`src/rtl/linear_fc_engine.sv`:
```
// Fully-connected layer engine: buffers one int8 feature vector, then streams OUT_DIM
// signed dot products against int8 weights read four-per-word from an external SRAM.
// Optional LINEAR_FC_RELU_EN clamps negative results to zero on the output.
module linear_fc_engine #(
  parameter int IN_DIM    = 40,
  parameter int OUT_DIM   = 40,
  parameter int ACC_W     = 24,
  parameter int BASE_ADDR = 0
) (
  input  logic             clk,
  input  logic             rst_n,
  input  logic             in_valid,
  output logic             in_ready,
  input  logic [7:0]       in_data,
  output logic [9:0]       w_addr,
  input  logic [31:0]      w_data,
  output logic             out_valid,
  input  logic             out_ready,
  output logic [ACC_W-1:0] out_data,
  output logic [5:0]       out_idx,
  output logic             busy
);

  localparam int WPR = IN_DIM / 4;
  localparam int AW  = (IN_DIM > 1) ? $clog2(IN_DIM) : 1;
  localparam int KW  = (WPR > 1) ? $clog2(WPR) : 1;

  typedef enum logic [1:0] {S_LOAD, S_FETCH, S_DRAIN, S_OUT} state_e;

  state_e                   state_q, state_d;
  logic [AW-1:0]            cnt_q, cnt_d;
  logic [5:0]               o_q, o_d;
  logic [KW-1:0]            k_q, k_d;
  logic [KW-1:0]            kk_q, kk_d;
  logic                     rd_v_q, rd_v_d;
  logic signed [ACC_W-1:0]  acc_q, acc_d;
  logic [9:0]               addr_q, addr_d;
  logic                     act_we;
  logic [9:0]               fetch_addr;

  logic signed [7:0]        act_q [IN_DIM];
  logic [AW-1:0]            a_idx [4];
  logic signed [15:0]       prod  [4];
  logic signed [ACC_W-1:0]  mac_sum;

  always_ff @(posedge clk) begin
    if (act_we) act_q[cnt_q] <= in_data;
  end

  // Lane gi of the word holds the weight for feature 4*kk+gi (byte 0 = lowest feature).
  for (genvar gi = 0; gi < 4; gi++) begin : g_lane
    assign a_idx[gi] = AW'(4 * kk_q + gi);
    assign prod[gi]  = $signed(w_data[8*gi +: 8]) * act_q[a_idx[gi]];
  end

  assign mac_sum = ACC_W'(prod[0]) + ACC_W'(prod[1]) + ACC_W'(prod[2]) + ACC_W'(prod[3]);

  assign fetch_addr = 10'(BASE_ADDR) + 10'(o_q) * 10'(WPR) + 10'(k_q);

  always_comb begin
    state_d = state_q;
    cnt_d   = cnt_q;
    o_d     = o_q;
    k_d     = k_q;
    kk_d    = kk_q;
    rd_v_d  = 1'b0;
    acc_d   = acc_q;
    addr_d  = addr_q;
    act_we  = 1'b0;

    // First word of a row loads the accumulator, the rest accumulate.
    if (rd_v_q) acc_d = (kk_q == '0) ? mac_sum : acc_q + mac_sum;

    unique case (state_q)
      S_LOAD: begin
        if (in_valid) begin
          act_we = 1'b1;
          if (cnt_q == AW'(IN_DIM - 1)) begin
            cnt_d   = '0;
            o_d     = '0;
            k_d     = '0;
            state_d = S_FETCH;
          end else begin
            cnt_d = cnt_q + 1'b1;
          end
        end
      end
      S_FETCH: begin
        addr_d = fetch_addr;
        rd_v_d = 1'b1;
        kk_d   = k_q;
        if (k_q == KW'(WPR - 1)) begin
          k_d     = '0;
          state_d = S_DRAIN;
        end else begin
          k_d = k_q + 1'b1;
        end
      end
      S_DRAIN: state_d = S_OUT;
      S_OUT: begin
        if (out_ready) begin
          if (o_q == 6'(OUT_DIM - 1)) begin
            o_d     = '0;
            cnt_d   = '0;
            state_d = S_LOAD;
          end else begin
            o_d     = o_q + 1'b1;
            k_d     = '0;
            state_d = S_FETCH;
          end
        end
      end
      default: state_d = S_LOAD;
    endcase
  end

  always_ff @(posedge clk or negedge rst_n) begin
    if (!rst_n) begin
      state_q <= S_LOAD;
      cnt_q   <= '0;
      o_q     <= '0;
      k_q     <= '0;
      kk_q    <= '0;
      rd_v_q  <= 1'b0;
      acc_q   <= '0;
      addr_q  <= 10'(BASE_ADDR);
    end else begin
      state_q <= state_d;
      cnt_q   <= cnt_d;
      o_q     <= o_d;
      k_q     <= k_d;
      kk_q    <= kk_d;
      rd_v_q  <= rd_v_d;
      acc_q   <= acc_d;
      addr_q  <= addr_d;
    end
  end

  // Outside FETCH the address holds the last issued word, so stalls issue no new reads.
  assign w_addr    = (state_q == S_FETCH) ? fetch_addr : addr_q;
  assign in_ready  = (state_q == S_LOAD);
  assign busy      = (state_q != S_LOAD);
  assign out_valid = (state_q == S_OUT);
  assign out_idx   = o_q;

`ifdef LINEAR_FC_RELU_EN
  assign out_data = acc_q[ACC_W-1] ? '0 : acc_q;
`else
  assign out_data = acc_q;
`endif

endmodule

```
`config.mk`:
```
export PLATFORM = sky130hd
export DESIGN_NAME = linear_fc_engine
export DESIGN_NICKNAME = d
export VERILOG_FILES = /design/src/rtl/linear_fc_engine.sv
export SDC_FILE = /design/constraint.sdc
export NUM_CORES = 1
export LEC_CHECK = 0
export BUFFER_PORTS_ARGS = -buffer_cell sky130_fd_sc_hd__buf_4
export CAP_MARGIN = 10
export CORE_MARGIN = 8
export CORE_UTILIZATION = 43
export DETAILED_ROUTE_END_ITERATION = 8
export GPL_TIMING_DRIVEN = 0
export PLACE_DENSITY = 0.69
export SYNTH_ARGS = -nofsm -noshare
export SYNTH_HDL_FRONTEND = slang
export SYNTH_SLANG_ARGS = --single-unit
```
`constraint.sdc`:
```
create_clock -name clk -period 14.8 [get_ports clk]
set_input_delay 2.96 -clock clk [delete_from_list [all_inputs] [get_ports clk]]
set_output_delay 2.96 -clock clk [all_outputs]
set_load 0.05 [all_outputs]
```
# ---- Yosys cells after proc, flatten, opt, wreduce, memory -nomap -nowiden
# Memories as Yosys holds them, arrays and structs flattened.
# Cells that the tools add are included.
dict set report classes {
  n_eq_ne 12
  multipliers 5
  n_addsub 11
  n_reduce_logical 9
  mux 29
}
# op n
set op_table {}
lappend op_table {{$mul A8 B8 Y16} 4}
lappend op_table {{$mux W6} 8}
lappend op_table {{$add A24 B19 Y24} 1}
lappend op_table {{$mux W24} 1}
lappend op_table {{$pmux W6 S2} 2}
lappend op_table {{$mux W4} 5}
lappend op_table {{$add A18 B16 Y19} 1}
lappend op_table {{$add A17 B16 Y18} 1}
lappend op_table {{$add A6 B1 Y6 const B} 3}
lappend op_table {{$add A16 B16 Y17} 1}
lappend op_table {{$add A6 B2 Y6 const B} 2}
lappend op_table {{$eq A6 B6 Y1 const B} 2}
lappend op_table {{$pmux W4 S3} 1}
lappend op_table {{$reduce_and A4 Y1} 3}
lappend op_table {{$add A10 B4 Y10} 1}
lappend op_table {{$mux W10} 1}
lappend op_table {{$mul A6 B3 Y9 const B} 1}
lappend op_table {{$mux W2} 4}
lappend op_table {{$pmux W2 S4} 1}
lappend op_table {{$mux W1} 6}
lappend op_table {{$ne A2 B1 Y1 const B} 3}
lappend op_table {{$ne A2 B2 Y1 const B} 3}
lappend op_table {{$reduce_and A5 Y1} 1}
lappend op_table {{$add A4 B1 Y4 const B} 1}
lappend op_table {{7 further kinds} 9}
dict set report word_totals {
  reg_bits 57
  output_inout_bits 43
  memories 1
  mem_bits_rw 320
}
# memory depth width rd rd_ports_with_merged_regs write_ports line
set memory_table {}
lappend memory_table {act_q 40 8 4 0 1 41} ;# logic signed [7:0] act_q [IN_DIM];

# ---- Logic depth before layout (Yosys ltp)
# Gate-level depths: netlist of the first run.
# An unclocked memory read counts as a cell.
dict set report depth {
  depth_word 8
  depth_mapped 40
  depth_no_buf 38
}

# ---- Worst setup path before layout of the first run
# OpenSTA, ideal clock, no wires.
dict set report synth_path {
  kind {input port to flip-flop}
  start {in w_data[31]}
  end {reg acc_q[23] (netlist: out_data[23])}
  t_required_ps 14719
  t_arrival_ps 10635
  n_path_buf 0
  setup_slack_ps 4084
  stages 27
  setup_time_ps 81
  cell_sequence {and2_1 -> fa_1 -> fa_1 -> inv_1 -> fa_1 -> inv_1 -> fa_1 -> fa_1 -> fa_1 -> fa_1 -> inv_1 -> fa_1 -> inv_1 -> ha_1 -> a211oi_2 -> a211oi_2 -> o311a_1 -> or3_1 -> and2_1 -> ha_1 -> nand4_1 -> or3b_1 -> o21ai_2 -> a21oi_1 -> a21oi_1 -> mux4_2 -> o211ai_2}
}
dict set report synth_between {
  elab_chain_cells 4
}
# item line
set synth_lines {}
lappend synth_lines {{start, declared} 16} ;# input logic [31:0] w_data,
lappend synth_lines {{$mul A8 B8 Y16 *} 53} ;# assign prod[gi] = $signed(w_data[8*gi +: 8]) * act_q[a_idx[gi]];
lappend synth_lines {{$add A18 B16 Y19 *} 56} ;# assign mac_sum = ACC_W'(prod[0]) + ACC_W'(prod[1]) + ACC_W'(prod[2]) + ACC_W'(prod[3]);
lappend synth_lines {{$add A24 B19 Y24} 72} ;# if (rd_v_q) acc_d = (kk_q == '0) ? mac_sum : acc_q + mac_sum;
lappend synth_lines {{$mux W24 *} 72}
lappend synth_lines {{end signal, assigned} 125} ;# acc_q <= '0;
lappend synth_lines {{end signal, assigned} 134} ;# acc_q <= acc_d;
lappend synth_lines {{end, declared} 36} ;# logic signed [ACC_W-1:0] acc_q, acc_d;
# Every way passes the cells marked *; elsewhere a longest branch is shown, timed or not.
# A chain may end at the register's enable or synchronous reset.

# ---- Final worst setup path of the first run
# Ends and elaborated chain as after synthesis.

==> summary.txt, run 1 <==
Syn Std Cell Area = 27800 um2
Global Route Usage Sum = 17.6%
RR Startpoint = kk_q[1]
Hold Buf Count CTS = 0
EDFF count, synth = 320
CTS tree = done
WL per Instance = 19.6 um
Commonest cells after routing, fill and taps aside = inv_1, fa_1, edfxtp_1
Synthesized area per cell = 12.3 um2
RSZ-0062 raised after global routing = false
Seq/Total Area, Yosys = 39.7%
Critical Path AT = 11.39 ns
Synth unique cells = 63
Crit. End Element = register
Setup Viol. Count Final = 0
Slew @ Worst Pin = 1.27 ns
Syn_nets = 2775
Min-delay src = addr_q[1]
Fin crit share = 73.8%
Post_cts resized = 0
Setup crit start kind = primary input
Outcome = finished clean
PortBufs = 85
CP Class = in -> reg
Hold crit path type = reg -> reg
Htree depth = 2
Most common library cell in the layout ignoring fill and taps = inv_1
DRT iter0 DRCs = 1044
Largest area contributor in the netlist = edfxtp_1
Area growth syn-to-layout = 10.8%
Layout cells sized above 1 = 11.5%
First-pass GRT wire length = 102000 um
Vias in the first global route = 18.3k
Maximum fanout along the worst path = 8
Ant. Diodes = 0
Detailed Place HPWL = 49800 um
Highest clock rate = 91.6 MHz
Die W = 270 um
Ys async rst share = 15.1%
Warnings from Yosys = 0
Largest net degree at the start of global routing = 58
TNS Setup = 0 ns
GPL Wtd Cong = 0.849
Crit path top cell by count = fa_1
Top cell type's share of synthesized area = 34.6%
Post-Syn Instances = 2258
Vias per inst = 5.25
Slew Limit Headroom = 14.2%
Clk pin slew, worst setup/hold paths = 0.06 ns
Final setup skew = 0.0265 ns
Min cycle time layout = 10.92 ns
First-pass DRT Iterations = 7
Maximum capacitance violations = 0
Die area = 73100 um2
Clock Latency Late Sink = 0.56 ns
Worst EP required = 15.28 ns
CTS Sinks = 377
Crit path from = w_data[31]
Die Y = 270 um
Core ar. = 64200 um2
Seq cells post-synth = 377
Final Hold Viols = 0
Sequential Area = 11000 um2
Initial Util = 43.3%
Boundary Pins = 87
Site Rows = 93
Multi-input logic area = 14900 um2
Root buf cell = clkbuf_16
Final #Nets = 2904
Max Slew Vio Count = 0
Total gr overflow = 0
Longest Clk Path Bufs = 3
DR vias = 17.2k
Area contributors post-synth = edfxtp_1, fa_1, ha_1
CP peak stage delay = 0.63 ns
Initial antenna violation count = 0
Most used DFF post-synth = edfxtp_1
Fillcell total = 5702
TritonCTS buffer count = 40
Slowest CP cell = fa_1
Drt total wl = 64100 um
Post-DRT Antenna Nets = 0
Number of remaining DRC errors = 0
Postcts setup bufs = 0
==> layout make-up <==
class | count | area share [%]
Multi-Input combinational cell | 1422 | 48.5
Sequential cell | 377 | 35.8
Inverter | 403 | 4.91
Clock buffer | 49 | 3.50
Tap cell | 855 | 3.47
Timing Repair Buffer | 87 | 2.12
Buffer | 56 | 1.02
Clock inverter | 25 | 0.626
==> final timing paths <==
check,end,slack [ns],depth (start not counted)
worst max register to register,out_data[23],4.00,31
worst max-delay path,out_data[23],3.88,28
worst min register to register,addr_q[1],0.50,1
max in group asynchronous,state_q[0],11.80,1
min in group asynchronous,cnt_q[1],2.49,1
worst min-delay path,addr_q[1],0.50,1
==> Yosys cell counts (all sizes together), types with 6 or more instances <==
| library cell | count |
|---|---|
| inv | 403 |
| fa | 329 |
| edfxtp | 320 |
| and2 | 158 |
| ha | 144 |
| nand2 | 132 |
| nor2 | 114 |
| a21oi | 93 |
| o21ai | 67 |
| dfrtp | 57 |
| mux2i | 53 |
| mux4 | 48 |
| xnor2 | 39 |
| buf | 32 |
| mux2 | 26 |
| clkbuf | 24 |
| nor2b | 24 |
| a211oi | 22 |
| a21o | 18 |
| nand3 | 18 |
| o22ai | 18 |
| a31oi | 14 |
| nor3 | 13 |
| xor2 | 12 |
| nand2b | 10 |
| or2 | 10 |
| and3 | 7 |
| or3 | 7 |
| nand4 | 6 |
==> cell families after synthesis <==
logic type / share of synthesized area (%)
AO/OA/AOI/OAI: 5.80
XOR/XNOR: 1.70
adder cells (fa/ha/maj): 30.2
buffers and inverters: 6.56
flip-flops: 39.7
multiplexers: 6.85
AND/OR/NAND/NOR: 9.24
==> metal layers <==
| metal | routed length, um | part of all wire (%) | vias to the layer above | track usage (%) |
|---|---|---|---|---|
| met5 | 0 | 0 | - | 0 |
| met3 | 2690 | 4.2 | 93 | 2.02 |
| met1 | 26200 | 41 | 8894 | 22.5 |
| met2 | 33700 | 53 | 422 | 31.7 |
| met4 | 1480 | 2.3 | 0 | 4.56 |
| li1 | - | - | 7766 | - |
==> registers in the layout (all words and copies together) (netlist names) <==
name / flops
k_q: 4
addr_q: 10
kk_q: 4
out_idx: 6
out_data: 24
state_q: 2
cnt_q: 6
act_q: 320
rd_v_q: 1
==> critical path: cells and delay by family <==
kind	cells	cell delay [ns]
adder cells (fa/ha/maj)	10	4.96
AO/OA/AOI/OAI	7	1.35
AND/OR/NAND/NOR	5	1.23
multiplexers	1	0.53
buffers and inverters	5	0.34
==> metrics by stage <==
| stage | hold WS (ns) | utilization, % | cells | instance area (um2) | setup WS (ns) |
|---|---|---|---|---|---|
| 6_report | 0.502 | 48.0 | 3274 | 30800 | 3.88 |
| 5_1_grt | 0.527 | 48.0 | 3274 | 30800 | 3.50 |
| 4_1_cts | 0.504 | 47.9 | 3272 | 30800 | 3.65 |
| 3_5_place_dp | 0.489 | 46.0 | 3198 | 29500 | 3.31 |
| 3_3_place_gp | 0.487 | 46.0 | 3198 | 29500 | 3.42 |
| 2_1_floorplan | 0.506 | - | 2258 | 27800 | 4.08 |
Power of run 1 is not shown: default switching activity piles up to over one toggle a cycle in this logic, so the estimate is an artifact.
==> run 2, diff against run 1 <==
--- a/config.mk
+++ b/config.mk
@@ -5,6 +5,7 @@
 export SDC_FILE = /design/constraint.sdc
 export NUM_CORES = 1
 export LEC_CHECK = 0
+export ABC_AREA = 1
 export BUFFER_PORTS_ARGS = -buffer_cell sky130_fd_sc_hd__buf_4
 export CAP_MARGIN = 10
 export CORE_MARGIN = 8
==> constraint.sdc (replaced) <==
create_clock -name clk -period 11 [get_ports clk]
set_input_delay 2.2 -clock clk [delete_from_list [all_inputs] [get_ports clk]]
set_output_delay 2.2 -clock clk [all_outputs]
set_load 0.05 [all_outputs]
==> run 2 against run 1 <==
Compared with the run above:
- synthesized cell count is 32% higher
- hold slack got worse by 0.021 ns
- register-to-register slack got worse by 3.1 ns
- wire length is 20% higher
- sequential cell count stayed put
- sequential share of layout area is 1.2 points lower
- non-clock buffer count grew 8
- utilization is 0.24 points lower
==> summary.txt, run 2 <==
XOR/XNOR share of the synthesized area = 0.608% (-1.1 points)
Boundary Pins = 87 (unchanged)
Commonest cells after routing, fill and taps aside = inv_1, nand2_1, nor2_1
Seq/Total Area, Yosys = 38.3% (-1.4 points)
Area share of and/or/nand/nor cells after synthesis = 14.7% (+5.4 points)
Vias per inst = 5.19 (-1.0%)
Crit path from = kk_q[1]
Postcts setup bufs = 0 (unchanged)
Slew Limit Headroom = 28.8% (+15 points)
Largest area contributor in the netlist = edfxtp_1
Global Route Usage Sum = 20.7% (+3.1 points)
Site Rows = 95 (+2.2%)
Count leader, synth = inv_1
Area contributors post-synth = edfxtp_1, fa_1, inv_1
Crit path top cell by count = nand2_1
Vias in the first global route = 20.9k (+14%)
Ys async rst share = 15.1% (unchanged)
DRT iter0 DRCs = 1846 (+77%)
CTS tree = done
Setup Viol. Count Final = 0 (unchanged)
Slew @ Worst Pin = 1.06 ns (-0.210 ns)
Setup crit start kind = register
Root buf cell = clkbuf_16
TritonCTS buffer count = 40 (unchanged)
Initial Util = 43.1% (-0.17 points)
Clock Latency Late Sink = 0.58 ns (+0.02 ns)
Syn_nets = 3497 (+26%)
Longest Clk Path Bufs = 3 (unchanged)
Layout cells sized above 1 = 8.57% (-2.9 points)
Detailed Place HPWL = 59400 um (+19%)
CP Class = reg -> reg
Post-Synth Adder-Cell Area = 29.1% (-1.0 points)
Synthesized area per cell = 9.67 um2 (-22%)
CTS Sinks = 377 (unchanged)
Final Hold Viols = 0 (unchanged)
Min cycle time layout = 10.12 ns
EDFF count, synth = 320 (unchanged)
Final #Nets = 3625 (+25%)
RSZ-0062 raised after global routing = false
Largest net degree at the start of global routing = 58 (unchanged)
Area growth syn-to-layout = 10.7%
Most used DFF post-synth = edfxtp_1
Total gr overflow = 0 (unchanged)
Synth unique cells = 56 (-11%)
CP bufs+invs = 9 (+4)
Min-delay src = addr_q[7]
Final setup skew = 0.0340 ns (+0.00741 ns)
Die Y = 275 um (+1.7%)
TNS Setup = 0 ns (unchanged)
Most common library cell in the layout ignoring fill and taps = inv_1
Post-synth top cells = inv_1, nand2_1, nor2_1
Max Slew Vio Count = 0 (unchanged)
GPL Wtd Cong = 0.950 (+12%)
Warnings from Yosys = 0 (unchanged)
First-pass DRT Iterations = 5 (-2)
Cell family with most CP delay = adder cells
Maximum capacitance violations = 0 (unchanged)
Synth Area in Compound Gates = 7.57% (+1.8 points)
Post-Syn Instances = 2980 (+32%)
Core ar. = 66800 um2 (+4.0%)
Syn Std Cell Area = 28800 um2 (+3.6%)
PortBufs = 86 (+1.2%)
Drt total wl = 76900 um (+20%)
RR Startpoint = kk_q[1]
Die W = 275 um (+1.7%)
Hold Buf Count CTS = 0 (unchanged)
Maximum fanout along the worst path = 10 (+2)
Clk pin slew, worst setup/hold paths = 0.06 ns (about the same)
Max reg flops = 320 (unchanged)
Worst EP required = 11.46 ns (-3.82 ns)
Largest family of logic cells by synthesized area = adder cells
Highest clock rate = 98.8 MHz
Die area = 75500 um2 (+3.4%)
Multiplexer share of the synthesized area = 0% (-6.8 points)
Outcome = finished clean
DR vias = 20.8k (+21%)
Seq cells post-synth = 377 (unchanged)
First-pass GRT wire length = 120000 um (+17%)
CP peak stage delay = 0.70 ns (+0.07 ns)
Post-DRT Antenna Nets = 0 (unchanged)
Biggest register = act_q
Htree depth = 2 (unchanged)
Top cell type's share of synthesized area = 33.4% (-1.2 points)
Hold crit path type = reg -> reg
Post_cts resized = 0 (unchanged)
Fin crit share = 92.0%
Critical Path AT = 10.57 ns (-0.82 ns)
Crit. End Element = register
Initial antenna violation count = 0 (unchanged)
WL per Instance = 19.2 um (-2.1%)
Number of remaining DRC errors = 0 (unchanged)
Slowest CP cell = fa_1
run 2: final cells by class:
cell class	instances	area (um2)
Inverter	636	2390
Tap cell	873	1090
Antenna cell	1	2.50
Clock inverter	27	304
Fill cell	6193	34900
Sequential cell	377	11000
Timing Repair Buffer	86	646
Multi-Input combinational cell	1902	15000
Clock buffer	46	1020
Buffer	65	403
run 2: worst min-delay path, delay by kind of cell, from the launching register on:
family	cells	cell delay [ns]
DFF	1	0.32
and+or+nand+nor	2	0.13
run 2: cell families after synthesis:
kind of cell,Yosys count
xor+xnor,20
fa+ha+maj,473
flops,377
compound gates,370
buf+inv,701
simple gates,1039
run 2: worst paths after layout:
check                                     to  slack, ns  depth (start not counted)
min in group asynchronous       out_data[15]       1.71                          1
worst max register to register  out_data[20]       0.88                         40
worst max-delay path            out_data[20]       0.88                         40
max in group asynchronous           cnt_q[1]       8.73                          1
worst min register to register     addr_q[7]       0.48                          2
worst min-delay path               addr_q[7]       0.48                          2
run 2: layer usage:
metal  vias up  global-route usage, %  wire length, um
met2       826                   34.4            36800
li1       9643                      -                -
met4         0                   5.34             1760
met5         -                      0                0
met3       118                   3.27             5850
met1     10252                   28.3            32500
run 2: through the flow:
step | worst slack, ns | cell area, um2 | cells | hold slack (ns) | util (%)
after floorplan | 1.84 | 28800 | 2980 | 0.500 | -
after global placement | 0.699 | 30500 | 3939 | 0.465 | 45.7
after detailed placement | 0.674 | 30500 | 3939 | 0.465 | 45.7
after CTS | 1.02 | 31900 | 4012 | 0.481 | 47.7
after global routing | 0.253 | 31900 | 4012 | 0.505 | 47.7
final | 0.883 | 31900 | 4013 | 0.481 | 47.7
Power of run 2 is left out for the same reason.
